## src/rtl/axis_rr_arbiter_if.sv

```systemverilog
// ---------------------------------------------------------------------------
// axis_rr_arbiter_if
// Bundles the AXI-Stream signals of the round-robin arbiter: NUM_INPUTS source
// streams on the s_axis_* side and one shared sink on the m_axis_* side.
//
//   s_axis_tdata   NUM_INPUTS*WIDTH  source data, source i at [i*WIDTH +: WIDTH]
//   s_axis_tvalid  NUM_INPUTS        per-source valid
//   s_axis_tready  NUM_INPUTS        per-source ready
//   m_axis_tdata   WIDTH             forwarded data
//   m_axis_tvalid  1                 forwarded valid
//   m_axis_tready  1                 sink ready
//   m_axis_tid     ID_WIDTH          index of the granted source
//
// Modports:
//   slave  - the arbiter's view (consumes sources, drives the sink)
//   master - the environment's view (drives sources, consumes the sink)
// ---------------------------------------------------------------------------
interface axis_rr_arbiter_if #(
    parameter int NUM_INPUTS = 4,
    parameter int WIDTH      = 32,
    parameter int ID_WIDTH   = 2
);
    logic [NUM_INPUTS*WIDTH-1:0] s_axis_tdata;
    logic [NUM_INPUTS-1:0]       s_axis_tvalid;
    logic [NUM_INPUTS-1:0]       s_axis_tready;
    logic [WIDTH-1:0]            m_axis_tdata;
    logic                        m_axis_tvalid;
    logic                        m_axis_tready;
    logic [ID_WIDTH-1:0]         m_axis_tid;

    modport slave (
        input  s_axis_tdata, s_axis_tvalid, m_axis_tready,
        output s_axis_tready, m_axis_tdata, m_axis_tvalid, m_axis_tid
    );

    modport master (
        output s_axis_tdata, s_axis_tvalid, m_axis_tready,
        input  s_axis_tready, m_axis_tdata, m_axis_tvalid, m_axis_tid
    );
endinterface

```

## src/rtl/axis_rr_arbiter.sv

```systemverilog
// ---------------------------------------------------------------------------
// axis_rr_arbiter
// Round-robin arbiter sharing one AXI-Stream sink among NUM_INPUTS sources.
// A grant lasts at most MAX_BURST beats or until the granted source drops
// tvalid, and is always followed by one IDLE arbitration cycle. The granted
// source is forwarded combinationally and each beat is tagged with its index.
//
// Ports:
//   aclk     in   clock, rising edge
//   aresetn  in   synchronous active-low reset
//   en_mask  in   bit i=1 allows source i to win arbitration (sampled in IDLE)
//   axis     slave modport of axis_rr_arbiter_if (sources + shared sink)
//   busy     out  high while a grant is active
// ---------------------------------------------------------------------------
module axis_rr_arbiter #(
    parameter int WIDTH      = 32,
    parameter int NUM_INPUTS = 4,
    parameter int ID_WIDTH   = 2,
    parameter int MAX_BURST  = 4
) (
    input  logic                  aclk,
    input  logic                  aresetn,
    input  logic [NUM_INPUTS-1:0] en_mask,
    axis_rr_arbiter_if.slave      axis,
    output logic                  busy
);

    typedef enum logic {
        ST_IDLE  = 1'b0,
        ST_GRANT = 1'b1
    } state_t;

    localparam logic [ID_WIDTH-1:0] LAST_INIT = ID_WIDTH'(NUM_INPUTS - 1);
    localparam logic [7:0]          BURST_END = 8'(MAX_BURST - 1);

    state_t                r_state;
    state_t                w_state_next;
    logic [ID_WIDTH-1:0]   r_grant;
    logic [ID_WIDTH-1:0]   w_grant_next;
    logic [ID_WIDTH-1:0]   r_last;
    logic [ID_WIDTH-1:0]   w_last_next;
    logic [7:0]            r_count;
    logic [7:0]            w_count_next;

    logic [NUM_INPUTS-1:0] w_req;
    logic [ID_WIDTH-1:0]   w_scan_idx;
    logic [ID_WIDTH-1:0]   w_pick;
    logic                  w_pick_ok;
    logic                  w_src_valid;
    logic [WIDTH-1:0]      w_src_data;
    logic                  w_beat;
    logic                  w_active;

    assign w_req = axis.s_axis_tvalid & en_mask;

    // Rotating-priority scan: the source after the last winner has top priority,
    // the last winner itself comes last.
    // NOTE: every signal assigned in a combinational block gets a default at the
    // top; a path that skips the assignment would otherwise infer a latch.
    always_comb begin
        w_pick     = '0;
        w_pick_ok  = 1'b0;
        w_scan_idx = '0;
        for (int off = 1; off <= NUM_INPUTS; off++) begin
            w_scan_idx = ID_WIDTH'((int'(r_last) + off) % NUM_INPUTS);
            if (!w_pick_ok && w_req[w_scan_idx]) begin
                w_pick    = w_scan_idx;
                w_pick_ok = 1'b1;
            end
        end
    end

    // Granted-source mux and ready steering. Outputs are forced inactive while
    // aresetn is low so the sink never sees a beat during reset.
    assign w_active = (r_state == ST_GRANT) && aresetn;

    always_comb begin
        w_src_valid        = 1'b0;
        w_src_data         = '0;
        axis.s_axis_tready = '0;
        for (int i = 0; i < NUM_INPUTS; i++) begin
            if (r_grant == ID_WIDTH'(i)) begin
                w_src_valid           = axis.s_axis_tvalid[i];
                w_src_data            = axis.s_axis_tdata[i*WIDTH +: WIDTH];
                axis.s_axis_tready[i] = w_active && axis.m_axis_tready;
            end
        end
    end

    assign w_beat             = w_src_valid && axis.m_axis_tready;
    assign axis.m_axis_tdata  = w_src_data;
    assign axis.m_axis_tvalid = w_active && w_src_valid;
    assign axis.m_axis_tid    = aresetn ? r_grant : '0;
    assign busy               = w_active;

    // Next-state logic. A grant ends either on the last beat of the burst or
    // as soon as the granted source stops presenting data; both return to IDLE
    // and move the round-robin pointer to the finished source.
    always_comb begin
        w_state_next = r_state;
        w_grant_next = r_grant;
        w_last_next  = r_last;
        w_count_next = r_count;
        case (r_state)
            ST_IDLE: begin
                if (w_pick_ok) begin
                    w_state_next = ST_GRANT;
                    w_grant_next = w_pick;
                    w_count_next = '0;
                end
            end
            ST_GRANT: begin
                if (!w_src_valid || (w_beat && (r_count == BURST_END))) begin
                    w_state_next = ST_IDLE;
                    w_last_next  = r_grant;
                end else if (w_beat) begin
                    w_count_next = r_count + 8'd1;
                end
            end
            default: w_state_next = ST_IDLE;
        endcase
    end

    // NOTE: state registers use non-blocking assignments so every flop samples
    // the pre-edge values, independent of statement order.
    always_ff @(posedge aclk) begin
        if (!aresetn) begin
            r_state <= ST_IDLE;
            r_grant <= '0;
            r_last  <= LAST_INIT;
            r_count <= '0;
        end else begin
            r_state <= w_state_next;
            r_grant <= w_grant_next;
            r_last  <= w_last_next;
            r_count <= w_count_next;
        end
    end

endmodule

```

## src/flat_wrapper.sv

```systemverilog
// flat-port wrapper written by rule: the top's interface ports become plain ports
module axis_rr_arbiter_flat 
#(
    parameter int WIDTH      = 32,
    parameter int NUM_INPUTS = 4,
    parameter int ID_WIDTH   = 2,
    parameter int MAX_BURST  = 4
)
  (aclk, aresetn, en_mask, busy, axis_s_axis_tdata, axis_s_axis_tvalid, axis_m_axis_tready, axis_s_axis_tready, axis_m_axis_tdata, axis_m_axis_tvalid, axis_m_axis_tid);
  axis_rr_arbiter_if #(.NUM_INPUTS(NUM_INPUTS), .WIDTH(WIDTH), .ID_WIDTH(ID_WIDTH)) axis_i ();
  input  logic aclk;
  input  logic aresetn;
  input  logic [NUM_INPUTS-1:0] en_mask;
  output logic busy;
  input wire logic [$bits(axis_i.s_axis_tdata)-1:0] axis_s_axis_tdata;
  input wire logic [$bits(axis_i.s_axis_tvalid)-1:0] axis_s_axis_tvalid;
  input wire logic [$bits(axis_i.m_axis_tready)-1:0] axis_m_axis_tready;
  output wire logic [$bits(axis_i.s_axis_tready)-1:0] axis_s_axis_tready;
  output wire logic [$bits(axis_i.m_axis_tdata)-1:0] axis_m_axis_tdata;
  output wire logic [$bits(axis_i.m_axis_tvalid)-1:0] axis_m_axis_tvalid;
  output wire logic [$bits(axis_i.m_axis_tid)-1:0] axis_m_axis_tid;
  assign axis_i.s_axis_tdata = axis_s_axis_tdata;
  assign axis_i.s_axis_tvalid = axis_s_axis_tvalid;
  assign axis_i.m_axis_tready = axis_m_axis_tready;
  assign axis_s_axis_tready = axis_i.s_axis_tready;
  assign axis_m_axis_tdata = axis_i.m_axis_tdata;
  assign axis_m_axis_tvalid = axis_i.m_axis_tvalid;
  assign axis_m_axis_tid = axis_i.m_axis_tid;
  axis_rr_arbiter #(.WIDTH(WIDTH), .NUM_INPUTS(NUM_INPUTS), .ID_WIDTH(ID_WIDTH), .MAX_BURST(MAX_BURST)) u_core (.aclk(aclk), .aresetn(aresetn), .en_mask(en_mask), .axis(axis_i), .busy(busy));
endmodule
```

## config.mk

```make
export PLATFORM = sky130hd
export DESIGN_NAME = axis_rr_arbiter_flat
export DESIGN_NICKNAME = d
export VERILOG_FILES = /design/src/rtl/axis_rr_arbiter_if.sv /design/src/rtl/axis_rr_arbiter.sv /design/src/flat_wrapper.sv
export SDC_FILE = /design/constraint.sdc
export NUM_CORES = 1
export LEC_CHECK = 0
export BUFFER_PORTS_ARGS = -buffer_cell sky130_fd_sc_hd__buf_2
export CORE_MARGIN = 2
export CORE_UTILIZATION = 35
export CTS_BUF_LIST = sky130_fd_sc_hd__clkbuf_4 sky130_fd_sc_hd__clkbuf_8 sky130_fd_sc_hd__clkbuf_16
export DETAILED_ROUTE_END_ITERATION = 8
export GPL_ROUTABILITY_DRIVEN = 0
export PLACE_DENSITY = 0.91
export SYNTH_ARGS = -nofsm -noshare
export SYNTH_HDL_FRONTEND = slang
export SYNTH_SLANG_ARGS = --single-unit
```

## constraint.sdc

```tcl
create_clock -name aclk -period 2.1 [get_ports aclk]
set_input_delay 0.105 -clock aclk [delete_from_list [all_inputs] [get_ports aclk]]
set_output_delay 0.105 -clock aclk [all_outputs]
set_load 0.01 [all_outputs]
```

### Word level (Yosys, flattened, before mapping)

Index checks and enable logic that the tools add are counted.

| cells by class | value |
|---|---|
| reduce and logical (&&, ||, !) cells | 17 |
| multiply operators | 0 |
| equal/unequal tests | 7 |
| muxes and demuxes | 36 |
| bitwise logic cells | 2 |
| div/mod/pow operators | 0 |
| shift operators | 0 |
| add/sub/neg operators | 5 |
| order comparisons | 4 |

Operator list:

| cell | count |
|---|---|
| 32-bit two-way mux | 4 |
| 8-bit two-way mux | 3 |
| 1-bit two-way mux | 18 |
| 8-bit case mux with 2 select lines | 1 |
| 2-bit by 3-bit less-than comparator with 1-bit output, second input constant | 4 |
| 2-bit two-way mux | 5 |
| 8-bit by 1-bit adder with 8-bit output, second input constant | 1 |
| 1-bit binary-select mux with 2-bit select | 4 |
| 8-bit by 2-bit == test with 1-bit output, second input constant | 1 |
| 1-bit logical AND | 8 |
| 2-bit by 1-bit adder with 2-bit output, second input constant | 2 |
| 2-bit adder, second input constant | 2 |
| 4-bit bitwise AND | 1 |
| 2-bit == test, second input constant | 2 |
| 1-bit logical NOT | 4 |
| 2-bit inequality test, second input constant | 2 |
| 2-bit AND reduction | 2 |
| 3-bit AND reduction | 1 |
| 2-bit by 1-bit == test with 1-bit output, second input constant | 1 |
| 2-bit logical NOT | 1 |
| 2-bit by 1-bit inequality test with 1-bit output, second input constant | 1 |
| 1-bit case mux with 2 select lines | 1 |
| 1-bit logical OR | 1 |
| 1-bit NOT | 1 |

| storage, ports and cells | value |
|---|---|
| latch bits | 0 |
| memories | 0 |
| logic and storage cells | 75 |
| bits in writable memories | 0 |
| ROM bits | 0 |
| output and inout port bits | 40 |
| register bits after elaboration | 13 |

### Logic depth before layout (Yosys ltp)

| depth | value |
|---|---|
| depth in word-level cells | 15 |
| gate-level depth with buffers | 5 |
| gate-level depth less buffers | 5 |

### Worst setup path after synthesis

No wires, ideal clock.

| timing path | value |
|---|---|
| path type | register to register |
| start | register u_core.r_count[2] |
| end | register u_core.r_last[1] |
| period minus slack after synthesis | 1649 ps |
| path buffers | 0 |
| stages on the path, launching flop included | 5 |
| arrival time | 1529 ps |
| slack | 451 ps |
| cells stage by stage | dfxtp_1 or4_4 nor4_4 o21ai_2 a211o_1 |

| on the way | value |
|---|---|
| cells in the longest elaborated chain, start to end | 4 |

Ends and longest elaborated chain:

| element | line | text |
|---|---|---|
| start: declaration | axis_rr_arbiter.sv:42 | `logic [7:0] r_count;` |
| start signal: assignment | axis_rr_arbiter.sv:136 | `r_count <= w_count_next;` |
| 8-bit by 2-bit == test with 1-bit output | axis_rr_arbiter.sv:113 | `if (!w_src_valid \|\| (w_beat && (r_count == BURST_END))) begin` |
| 1-bit logical AND | axis_rr_arbiter.sv:113 |  |
| 1-bit logical OR | axis_rr_arbiter.sv:113 |  |
| 2-bit AND reduction (no source line) | - |  |
| end signal: assignment | axis_rr_arbiter.sv:135 | `r_last <= w_last_next;` |
| end: declaration | axis_rr_arbiter.sv:40 | `logic [ID_WIDTH-1:0] r_last;` |

No other way between the ends.
A chain may end at the register's enable or synchronous reset.

### Worst setup path after layout

| timing path | value |
|---|---|
| start | register u_core.r_grant[0] |
| end | output axis_m_axis_tdata[28] |

| on the way | value |
|---|---|
| cells in the longest elaborated chain, start to end | 5 |

Ends and longest elaborated chain:

| element | line | text |
|---|---|---|
| start: declaration | axis_rr_arbiter.sv:38 | `logic [ID_WIDTH-1:0] r_grant;` |
| start signal: assignment | axis_rr_arbiter.sv:134 | `r_grant <= w_grant_next;` |
| 2-bit logical NOT | axis_rr_arbiter.sv:82 | `if (r_grant == ID_WIDTH'(i)) begin` |
| 32-bit two-way mux (3 in series) | axis_rr_arbiter.sv:82 |  |
| 32-bit two-way mux * | axis_rr_arbiter.sv:82 |  |
| end: declaration | flat_wrapper.sv:19 | `output wire logic [$bits(axis_i.m_axis_tdata)-1:0] axis_m_axis_tdata;` |

Every way passes the cells marked *; elsewhere a longest branch is shown, timed or not.

==> out/results.ini <==
[status]
status = completed

[finish]
seqCellArea_um2 = 263
final_cell_mix = buf_2 (178), mux4_2 (33), dfxtp_1 (11)
finalNonFillerCells = 378
multi_input_comb_area_um2 = 1300
final_util = 0.596
area_growth_pct = 61.6
drive_gt1_frac = 0.710
final_common_cell = buf_2
fillers = 388
stdcell_area_um2 = 2630
final_net_count = 462

[critical_path]
crit_fanout = 12
rr_worst_depth = 4
crit_arrival_ps = 1770
cp_num_cells = 3
end_kind = output pin
criticalPathCategory = reg -> out
start_kind = flip-flop
max_stage_delay_ps = 540
cpMaxStageDelayCell = dfxtp_2
critPathBufInv = 2
path_cells = buf_4 -> mux4_2 -> buf_2
crit_family = flip-flops
cp.required_ps = 2000

[detailed_routing]
antenna_left = 0
wl_um = 6740
drt-initial-drc-count = 81
wl_per_cell_um = 17.8
maxUsedRoutingLayer = met5
vias = 2076
wl_met2_um = 3290
routedLengthMet1_um = 2570
drc_errors = 0
viasPerCell = 5.49
drt_pass1_iterations = 4
wl_met3_um = 813

[yosys]
async_flop_share = 0
synth_area_um2 = 1630
synth_area_per_cell_um2 = 11.0
synthFlopType = dfxtp_1
synth_seq_cells = 13
synth-edff-count = 0
yosys_warnings = 0
ys_types = 41
syn_nets = 288
ys_seq_area_frac = 0.160
syn_inst = 148

[sta]
fmax_mhz = 532
fin_ws_ps = 222
hold_viol = 0
setup_tns_ps = 0
min_period_over_period = 0.894
relSlewSlack = 0.646
maxSlewViolCount = 0
finalClockSkew_ps = 4.51
fin_crit_ps = 1880
setup_viol = 0
rsz0062_at_grt = false
max_slew.worst_pin.slew_ps = 527

[clocking]
clkLatencyLatePin_ps = 250
post_cts_buffers = 0
cts_resized = 0
numCtsBuffers = 3
root_buffer = clkbuf_8
ctsHtreeMaxLevel = 1
cts_sinks = 13
clk_pin_slew_ps = 50
clock_path_buffers = 2
postCtsHoldBufs = 0
cts_tree = yes

[floorplanning]
core-area_um2 = 4410
num_rows = 24
start_util = 0.369
fp.dieW_um = 72.2
io_pins = 179
die_height_um = 72.2
dieArea_um2 = 5210

[global_route]
grtUsageTotal = 0.259
antenna_found_initial = 6
grt_pass1_wl_um = 10200
grt_max_degree = 41
grt-ovfl-total = 0
first_global_vias = 2087

[placement]
dp_worst_setup_slack_ps = 299
dp_hpwl_um = 5860
dp.cells = 369
dpl_cell_area_um2 = 2570
place.port_buffers = 178

[power]
p_leak_nw = 1.24
vdd_drop_max_mv = 0.417
p_per_area_nw_per_um2 = 486

[min_path]
min_path_type = in -> reg
min_delay_path_depth = 2

[job]
maxCapViolCount = 0

## final cells by class
class / count / area share
antenna: 5 / 0.00476
clock buffer: 4 / 0.0185
inverter: 5 / 0.00713
multi-input combinational: 118 / 0.493
sequential: 13 / 0.0999
tap: 52 / 0.0247
timing repair buffer: 181 / 0.352
## synth_stat cells, types with 2 or more instances
master | count | share of area
o21ai_0 | 8 | 0.025
and2_1 | 5 | 0.019
nor3_1 | 2 | 0.0061
clkbuf_1 | 6 | 0.014
nor3b_1 | 2 | 0.0092
o211ai_1 | 2 | 0.0092
inv_1 | 5 | 0.012
nand4_1 | 5 | 0.019
buf_2 | 5 | 0.015
xor2_1 | 4 | 0.022
mux4_2 | 33 | 0.46
or3_1 | 2 | 0.0077
a21oi_1 | 6 | 0.018
nand3_1 | 5 | 0.015
a22oi_1 | 2 | 0.0092
and3_2 | 2 | 0.0092
nand2_1 | 10 | 0.023
nor2_1 | 6 | 0.014
o31ai_1 | 2 | 0.0092
mux2i_1 | 2 | 0.012
dfxtp_1 | 13 | 0.16
a31oi_1 | 2 | 0.0077
## final timing paths
| check | endpoint | startpoint | slack, ps |
|---|---|---|---|
| worst max-delay path | axis_m_axis_tdata[28] | u_core.r_grant[0] | 220 |
| worst max register to register | u_core.r_last[1] | u_core.r_count[2] | 290 |
| worst min-delay path | u_core.r_last[0] | aresetn | 140 |
| worst min register to register | u_core.r_count[0] | u_core.r_count[0] | 520 |
## cell families (layout without fill, tap and decap cells)
family,after synthesis,in the layout,synth area share
AOI/OAI and AO/OA,32,32,0.133
xor gates and xnor gates,4,4,0.0215
adders and majority gates,1,1,0.00769
buffers and inverters,17,190,0.0430
DFF,13,13,0.160
muxes,35,35,0.469
other,0,5,0
and+or+nand+nor,46,46,0.166
## stage by stage
| stage | total power [mW] | hold slack [ps] |
|---|---|---|
| 5_1_grt | 1.35 | 161 |
| 2_1_floorplan | 0.738 | 337 |
| 3_5_place_dp | 1.05 | 409 |
| 3_3_place_gp | 1.03 | 390 |
| 4_1_cts | 1.29 | 144 |
| 6_report | 1.28 | 143 |
## power by group
part           internal [mW]  total (mW)  switching, mW
Sequential             0.264       0.303         0.0388
Combinational          0.412       0.740          0.327
Clock                  0.147       0.237         0.0896
## worst reg2reg max path, cell delays in order (launching register included)
cell and delay (ps):
dfxtp_1 350, or4_4 560, nor4_4 410, o21ai_2 100, a211o_1 300
## state kept, by name, indices dropped and copies added, names as in the netlist
register and flops:
u_core.r_count 8, u_core.r_grant 2, u_core.r_last 2, u_core.r_state 1
## routing by layer
| metal | global-route usage | vias up |
|---|---|---|
| met4 | 0.0503 | 2 |
| met5 | 0 | - |
| met2 | 0.443 | 120 |
| met3 | 0.0847 | 12 |
| met1 | 0.320 | 968 |
| li1 | - | 974 |
(Power assumes the default switching activity.)
